==> src/rtl/winograd_tile_scheduler.sv <==
// winograd_tile_scheduler: issues (tile,ch) windows to a fixed-latency Winograd PE,
// accumulates the per-channel 2x2 results and streams each finished tile out.
module winograd_tile_scheduler #(
   parameter int NUM_CH      = 4,
   parameter int CH_W        = 2,
   parameter int TILE_W      = 16,
   parameter int NOUT        = 4,
   parameter int OUT_W       = 29,
   parameter int ACC_W       = 32,
   parameter int PE_LATENCY  = 8,
   parameter int HOLD_CYCLES = 4
) (
   input  logic                    clk,
   input  logic                    reset,
   input  logic                    start,
   input  logic [TILE_W-1:0]       cfg_num_tiles,
   output logic                    busy,
   output logic                    done,
   input  logic                    src_valid,
   output logic                    src_rd,
   output logic [TILE_W-1:0]       src_tile_idx,
   output logic [CH_W-1:0]         src_ch_idx,
   input  logic [NOUT*OUT_W-1:0]   pe_out,
   output logic [NOUT*ACC_W-1:0]   out_data,
   output logic [TILE_W-1:0]       out_tile_idx,
   output logic                    out_valid,
   input  logic                    out_ready
);
   localparam int HW = HOLD_CYCLES > 1 ? $clog2(HOLD_CYCLES) : 1;

   typedef enum logic [1:0] {S_IDLE, S_ISSUE, S_DRAIN, S_OUTPUT} state_t;
   state_t r_state, w_next;

   logic [HW-1:0]          r_hold;
   logic                   r_in_win;
   logic [CH_W-1:0]        r_ch;
   logic [TILE_W-1:0]      r_tile, r_num, r_out_idx;
   logic [PE_LATENCY-1:0]  r_tv, r_tf, r_tl;
   logic [NOUT*ACC_W-1:0]  r_acc, r_out_data, w_sum;
   logic                   r_out_valid, r_done;
   logic                   w_start, w_last_hold, w_last_ch, w_cap_last, w_hs, w_more;
   logic [TILE_W:0]        w_tile_nx;

   assign w_start     = (r_state == S_IDLE) && start;
   assign w_last_hold = src_rd && (r_hold == HW'(HOLD_CYCLES - 1));
   assign w_last_ch   = r_ch == CH_W'(NUM_CH - 1);
   assign w_cap_last  = r_tv[0] && r_tl[0];
   assign w_hs        = r_out_valid && out_ready;
   assign w_tile_nx   = {1'b0, r_tile} + (TILE_W+1)'(1);
   assign w_more      = w_tile_nx < {1'b0, r_num};

   // Token bit 0 is the one whose PE result is on pe_out this cycle
   for (genvar i = 0; i < NOUT; i++) begin : g_lane
      logic [ACC_W-1:0] w_ext;
      assign w_ext = {{(ACC_W-OUT_W){pe_out[i*OUT_W+OUT_W-1]}}, pe_out[i*OUT_W +: OUT_W]};
      assign w_sum[i*ACC_W +: ACC_W] = r_tf[0] ? w_ext : r_acc[i*ACC_W +: ACC_W] + w_ext;
   end

   always_ff @(posedge clk) begin
      r_state <= reset ? S_IDLE : w_next;
   end

   always_comb begin
      w_next = r_state;
      case (r_state)
         S_IDLE:  w_next = (start && cfg_num_tiles != '0) ? S_ISSUE : S_IDLE;
         S_ISSUE: w_next = (w_last_hold && w_last_ch) ? S_DRAIN : S_ISSUE;
         S_DRAIN: w_next = w_cap_last ? S_OUTPUT : S_DRAIN;
         default: w_next = w_hs ? (w_more ? S_ISSUE : S_IDLE) : S_OUTPUT;
      endcase
   end

   always_comb begin
      busy   = r_state != S_IDLE;
      src_rd = (r_state == S_ISSUE) && (r_in_win || src_valid);
   end

   always_ff @(posedge clk) begin
      if (reset) begin
         r_hold      <= '0;
         r_in_win    <= 1'b0;
         r_ch        <= '0;
         r_tile      <= '0;
         r_num       <= '0;
         r_tv        <= '0;
         r_tf        <= '0;
         r_tl        <= '0;
         r_acc       <= '0;
         r_out_data  <= '0;
         r_out_idx   <= '0;
         r_out_valid <= 1'b0;
         r_done      <= 1'b0;
      end else begin
         r_hold      <= w_last_hold ? '0 : src_rd ? r_hold + 1'b1 : r_hold;
         r_in_win    <= src_rd && !w_last_hold;
         r_ch        <= w_last_hold ? (w_last_ch ? '0 : r_ch + 1'b1) : r_ch;
         r_tile      <= w_start ? '0 : (w_hs && w_more) ? w_tile_nx[TILE_W-1:0] : r_tile;
         r_num       <= w_start ? cfg_num_tiles : r_num;
         r_tv        <= PE_LATENCY'({w_last_hold, r_tv} >> 1);
         r_tf        <= PE_LATENCY'({r_ch == '0, r_tf} >> 1);
         r_tl        <= PE_LATENCY'({w_last_ch, r_tl} >> 1);
         r_acc       <= r_tv[0] ? w_sum : r_acc;
         r_out_data  <= w_cap_last ? w_sum : r_out_data;
         r_out_idx   <= w_cap_last ? r_tile : r_out_idx;
         r_out_valid <= w_cap_last ? 1'b1 : w_hs ? 1'b0 : r_out_valid;
         r_done      <= (w_start && cfg_num_tiles == '0) || (w_hs && !w_more);
      end
   end

   assign src_tile_idx = r_tile;
   assign src_ch_idx   = r_ch;
   assign out_data     = r_out_data;
   assign out_tile_idx = r_out_idx;
   assign out_valid    = r_out_valid;
   assign done         = r_done;
endmodule

==> config.mk <==
export PLATFORM = sky130hd
export DESIGN_NAME = winograd_tile_scheduler
export DESIGN_NICKNAME = d
export VERILOG_FILES = /design/src/rtl/winograd_tile_scheduler.sv
export SDC_FILE = /design/constraint.sdc
export NUM_CORES = 1
export LEC_CHECK = 0
export CORE_UTILIZATION = 50
export CTS_CLUSTER_DIAMETER = 60
export DETAILED_ROUTE_END_ITERATION = 10
export HOLD_SLACK_MARGIN = 0.12
export PLACE_DENSITY = 0.78
export SLEW_MARGIN = 10
export SYNTH_ARGS = -nofsm -noshare
export SYNTH_HDL_FRONTEND = slang
export SYNTH_SLANG_ARGS = --single-unit
==> constraint.sdc <==
create_clock -name clk -period 4 [get_ports clk]
set_input_delay 1 -clock clk [delete_from_list [all_inputs] [get_ports clk]]
set_output_delay 1 -clock clk [all_outputs]
set_load 0.005 [all_outputs]
==> flow_summary_export.csv, run 1 <==
group,metric,value,unit
status,status,"complete, no violations",
floorplan,die_y,204,µm
worst_setup_path,slowest_delay,370,ps
power,p_leak,10.2,nW
logic_synthesis,synth_top_cell_area_share,0.332,
grt,grt_max_degree,120,
floorplan,die_w,204,µm
grt,grt-ovfl-total,0,
worst_setup_path,r2r_start,"src_tile_idx[1]",
power,pwr_density_cell,304,nW/µm²
sta,min_period,3730,ps
detailed_routing,via_count,20100,
logic_synthesis,synth_cell_types,74,
placement,place_hpwl,43200,µm
floorplan,fp-row-count,73,
power,intPower,5.88,mW
floorplan,start_util,0.510,
clock_network,cts_buffer_depth,3,
worst_setup_path,critPathSlowestCell,"dfxtp_2",
finish,final_nets,3107,
worst_setup_path,path_buf_inv,2,
logic_synthesis,synth-warning-count,0,
power,ir_drop,247,µV
sta,max_slew_margin,0.286,
sta,hold_viol,0,
worst_setup_path,critPathTopFamily,"simple AND/OR/NAND/NOR gates",
min_path,min-delay-path-class,"flop to flop",
detailed_routing,ant_nets,0,
finish,drive_gt1_frac,0.0684,
sta,max_clock_freq,268,MHz
worst_setup_path,start_kind,"flop",
clock_network,clock-sinks,337,
min_path,hp-start,"r_tf[6]",
worst_setup_path,crit_path_frequent_cell,"and3_1",
detailed_routing,wl_per_cell,17.9,µm
detailed_routing,drt_first_iter_violations,1223,
floorplan,io_pins,303,
logic_synthesis,synth_edf_count,0,
sta,setup_violations,0,
detailed_routing,dr.pass1.iters,5,
power,p_sw,1.88,mW
grt,grt_pass1_vias,19600,
finish,design_area,25500,µm²
worst_setup_path,crit_chain,"and3_2 -> and3_1 -> and3_1 -> and3_1 -> and3_1 -> and3_2 -> nand3_1 -> xnor2_1 -> ha_1 -> and3_1 -> o221ai_1 -> a21oi_1 -> nor4_2 -> buf_4 -> buf_4 -> nand2_1 -> xor2_1 -> nor2_1",
clock_network,cts_tree,"built",
floorplan,dieArea,41500,µm²
grt,track_usage,0.286,
power,pwr-share-comb,0.087,
detailed_routing,via_per_inst,5.96,
placement,port_buffers,302,
sta,clock_skew,13.3,ps
logic_synthesis,synth_top_area_cell,"dfxtp_1",
logic_synthesis,async_flop_share,0,
worst_setup_path,worstPathArrival,4150,ps
logic_synthesis,syn_area_per_cell,8.01,µm²
clock_network,htreeDepth,2,
sta,worst_slew_pin_slew,1070,ps
worst_setup_path,worstPathRequired,4430,ps
clock_network,clk_latency,560,ps
worst_setup_path,critPathMaxFanout,7,
logic_synthesis,synthTopCellsByArea,"dfxtp_1, ha_1, a211oi_1",
worst_setup_path,critPathKind,"flop to flop",
clock_network,cts_buffers,41,
placement,place_congestion,0.944,
power,seqPwrFrac,0.435,
logic_synthesis,yosys_register_bits,337,
logic_synthesis,syn_inst,2540,
job,cap_violations,0,
power,swShare,0.242,
sta,post-route-period-util,0.931,
detailed_routing,wl,60600,µm
grt,grt_pass1_wl,97700,µm
logic_synthesis,synthFlopType,"dfxtp_1",
power,p_clk_frac,0.477,
finish,area_growth,25.6,%
clock_network,clkSlewWorstSetupHoldPaths,60,ps
worst_setup_path,startpoint,"src_tile_idx[1]",
sta,fin_setup_tns,0,ps
logic_synthesis,synth_nets,2824,
power,power,7.76,mW
clock_network,root_buffer,"clkbuf_16",
grt,antenna_found_initial,3,
worst_setup_path,end_kind,"flop",
floorplan,core_area,39900,µm²
logic_synthesis,syn_area,20300,µm²
sta,slew_violations,0,
placement,post_dp_cell_area,24200,µm²
logic_synthesis,ys_seq_area_frac,0.332,
detailed_routing,drc_errors,0,
==> cells in the mapped netlist, types with 16 or more instances <==
cell and number:
nor2_1 359, xor2_1 57, and3_1 35, o211ai_1 21, o21ai_1 18, mux2i_1 52
nand2_1 219, dfxtp_1 337, or3_1 16, a31oi_1 24, o21a_1 34, o21ai_0 93
nand3_1 43, nor3_1 40, nor2b_1 47, a211oi_1 215, xnor2_1 48, ha_1 143
a311oi_1 20, a21o_1 63, buf_1 17, clkbuf_1 139, inv_1 61, a21oi_1 216
==> cells in the final DEF (no fill, tap or decap), drive strengths merged, types with 52 or more instances in the layout <==
master / count
nor2: 359
dfxtp: 337
clkdlybuf4s50: 301
nand2: 219
a21oi: 216
a211oi: 216
ha: 143
o21ai: 111
buf: 96
a21o: 63
inv: 63
xor2: 57
mux2i: 52
clkbuf: 52
==> per-stage QoR <==
step,util,instances,setup WS [ps],hold WS [ps]
finish,0.640,3376,275,436
global route,0.640,3376,-4.07,453
CTS,0.639,3370,196,440
detailed placement,0.606,3300,-180,426
global placement,0.606,3300,-99.2,416
floorplan,-,2540,392,414
==> state kept, by name, summed over array words and instances (netlist names) <==
register      count
r_in_win          1
r_tv              8
out_valid         1
r_tl              8
src_tile_idx     16
out_data        128
r_state           2
done              1
out_tile_idx     16
r_hold            2
r_acc           128
r_tf              8
r_num            16
src_ch_idx        2
==> power by group through the flow <==
stage	clock network, mW	logic (mW)	registers (mW)
6_report	3.71	0.677	3.38
5_1_grt	3.92	0.741	3.38
4_1_cts	3.77	0.671	3.38
3_5_place_dp	0	0.665	3.45
3_3_place_gp	0	0.649	3.45
2_1_floorplan	0	0.380	3.45
==> cells by family after synthesis <==
kind of cell / Yosys count / share of synthesized area
AOI/OAI and AO/OA: 832 / 0.277
xor gates and xnor gates: 105 / 0.0452
adders and majority gates: 147 / 0.0919
buffers and inverters: 218 / 0.0403
DFF: 337 / 0.332
muxes: 53 / 0.0261
and+or+nand+nor: 848 / 0.188
==> per-layer routing <==
metal | vias up | GRT usage | wire length [µm]
met5 | - | 0 | 15
met3 | 164 | 0.0567 | 4520
li1 | 9825 | - | -
met2 | 742 | 0.474 | 27900
met1 | 9390 | 0.365 | 26100
met4 | 2 | 0.108 | 2050
==> area by class of cell <==
| type | instances | area, µm² |
|---|---|---|
| clock buffers | 52 | 1140 |
| fillers | 3365 | 14400 |
| flip-flops and latches | 337 | 6760 |
| inverters | 61 | 231 |
| diodes | 1 | 2.50 |
| multi-input cells | 1985 | 12800 |
| clock inverters | 18 | 185 |
| repair buffers | 397 | 3790 |
| well taps | 525 | 657 |
==> timing repair <==
| item | 4_1_cts | 5_1_grt |
|---|---|---|
| resized for setup | 0 | 5 |
| setup buffers | 0 | 4 |
| setup endpoints to repair | 0 | 15 |
| hold buffers | 0 | 0 |
==> worst paths after layout <==
kind                           to  slack [ps]  depth (start not counted)
setup / recovery  src_tile_idx[6]         270                         18
hold / removal            r_tf[5]         440                          1
setup reg to reg  src_tile_idx[6]         270                         18
hold reg to reg           r_tf[5]         440                          1
No activity file was read; power rests on OpenSTA's default activity.
==> run 2, diff against run 1 <==
Settings changed: CAP_MARGIN set to 15, CTS_CLUSTER_SIZE set to 20, PLACE_DENSITY 0.78 to 0.76.
==> flow_summary_export.csv, run 2 (synthesis results as in run 1) <==
group,metric,value,unit
placement,port_buffers,302,
power,seqPwrFrac,0.445,
grt,antenna_found_initial,2,
clock_network,root_buffer,"clkbuf_16",
sta,max_slew_margin,0.334,
power,pwr_density_cell,297,nW/µm²
power,swShare,0.256,
placement,dpl.cell_count,3308,
finish,layoutNonFillerInstCount,3375,
detailed_routing,wl,59400,µm
power,intPower,5.64,mW
sta,max_clock_freq,265,MHz
detailed_routing,via_per_inst,5.90,
sta,slew_violations,0,
power,p_sw,1.94,mW
worst_setup_path,crit_path_frequent_cell,"and3_1",
worst_setup_path,worstPathArrival,4200,ps
floorplan,start_util,0.510,
power,p_clk_frac,0.466,
detailed_routing,drt_first_iter_violations,1465,
placement,place_hpwl,42200,µm
detailed_routing,wl_per_cell,17.6,µm
clock_network,cts_buffer_depth,3,
clock_network,htreeDepth,2,
finish,utilization,0.639,
worst_setup_path,worstPathRequired,4420,ps
worst_setup_path,critPathMaxFanout,8,
detailed_routing,via_count,19900,
finish,layout_common_cells,"nor2_1, dfxtp_1, clkdlybuf4s50_1",
floorplan,die_y,204,µm
grt,track_usage,0.282,
min_path,min-delay-path-class,"flop to flop",
finish,drive_gt1_frac,0.0698,
sta,fin_setup_tns,0,ps
grt,grt_pass1_vias,19400,
worst_setup_path,end_kind,"flop",
finish,layout_commonest_cell,"nor2_1",
floorplan,fp-row-count,73,
finish,ff_latch_area,6760,µm²
clock_network,cts_buffers,36,
detailed_routing,ant_nets,0,
job,cap_violations,0,
finish,fill_cells,3430,
sta,post-route-period-util,0.944,
power,pwr-share-comb,0.089,
worst_setup_path,start_kind,"flop",
clock_network,clkSlewWorstSetupHoldPaths,80,ps
worst_setup_path,slowest_delay,390,ps
floorplan,io_pins,303,
power,ir_drop,263,µV
sta,hold_ws,438,ps
grt,grt_pass1_wl,96800,µm
floorplan,core_area,39900,µm²
power,p_leak,10.2,nW
sta,hold_viol,0,
grt,grt-ovfl-total,0,
clock_network,cts_tree,"built",
sta,clock_skew,18.2,ps
finish,final_nets,3107,
sta,min_period,3780,ps
detailed_routing,dr.pass1.iters,6,
finish,area_growth,25.4,%
finish,multi_input_area,12800,µm²
clock_network,clock-sinks,337,
worst_setup_path,critPathSlowestCell,"nor4_2",
floorplan,dieArea,41500,µm²
detailed_routing,drc_errors,0,
clock_network,clk_latency,550,ps
worst_setup_path,crit_chain,"and3_1 -> and3_1 -> and3_4 -> and3_1 -> and3_1 -> and3_2 -> nand3_1 -> xnor2_1 -> ha_1 -> and3_1 -> o221ai_1 -> a21oi_1 -> nor4_2 -> buf_2 -> buf_4 -> xnor2_1 -> nor2_1",
grt,grt_max_degree,132,
sta,worst_slew_pin_slew,999,ps
status,status,"complete, no violations",
floorplan,die_w,204,µm
worst_setup_path,critPathKind,"flop to flop",
sta,setup_violations,0,
placement,place_congestion,0.928,
[run 2: changes by cell type in the layout (fill, tap and decap cells not counted), moves of 2 or more]
cell,before,now
buf_4,90,95
clkbuf_1,5,2
clkbuf_16,42,37
clkbuf_8,5,1
clkinv_2,9,1
clkinv_4,2,7
clkinv_8,0,2
inv_6,2,5
inv_8,0,3
[run 2: metal layers]
| metal | up-vias | GRT usage | wire length [µm] |
|---|---|---|---|
| met5 | - | 0 | 27 |
| met4 | 4 | 0.0865 | 1390 |
| met3 | 89 | 0.0471 | 3840 |
| met2 | 570 | 0.478 | 27700 |
| met1 | 9420 | 0.364 | 26400 |
| li1 | 9846 | - | - |
[run 2: final timing paths]
kind / startpoint / end / slack, ps / depth (start not counted)
worst max-delay path: src_tile_idx[1] / src_tile_idx[0] / 220 / 17
worst min-delay path: r_tv[4] / r_tv[3] / 440 / 1
worst max register to register: src_tile_idx[1] / src_tile_idx[0] / 220 / 17
worst min register to register: r_tv[4] / r_tv[3] / 440 / 1
[run 2: power groups by stage]
| stage | sequential (mW) | clock (mW) | combinational, mW |
|---|---|---|---|
| 2_1_floorplan | 3.45 | 0 | 0.380 |
| 3_3_place_gp | 3.45 | 0 | 0.649 |
| 3_5_place_dp | 3.45 | 0 | 0.661 |
| 4_1_cts | 3.37 | 3.61 | 0.668 |
| 5_1_grt | 3.37 | 3.74 | 0.739 |
| 6_report | 3.37 | 3.53 | 0.674 |
[run 2: worst max-delay path: cells and delay by family (launching register included)]
family	cells	cell delay [ps]
simple gates	10	2100
fa+ha+maj	1	290
buf+inv	2	440
flops	1	380
xor+xnor	2	260
compound gates	2	180
[run 2: through the flow]
step | total power, mW | worst slack, ps | area (µm²)
finish | 7.58 | 224 | 25500
CTS | 7.65 | 172 | 25500
floorplan | 3.83 | 392 | 20300
global route | 7.85 | -43.4 | 25500
global placement | 4.10 | -185 | 24200
detailed placement | 4.11 | -241 | 24200
[run 2: layout make-up]
class | instances | share of cell area
multi-input cells | 1985 | 0.502
flip-flops and latches | 337 | 0.265
repair buffers | 402 | 0.150
clock buffers | 40 | 0.0371
well taps | 525 | 0.0258
clock inverters | 24 | 0.0113
inverters | 61 | 0.00908
diodes | 1 | 0.0000981
[run 2: timing repair]
| item | 4_1_cts | 5_1_grt |
|---|---|---|
| endpoints found under the setup margin | 0 | 16 |
| resized for setup | 0 | 7 |
| setup buffers | 0 | 1 |
| hold buffers | 0 | 0 |
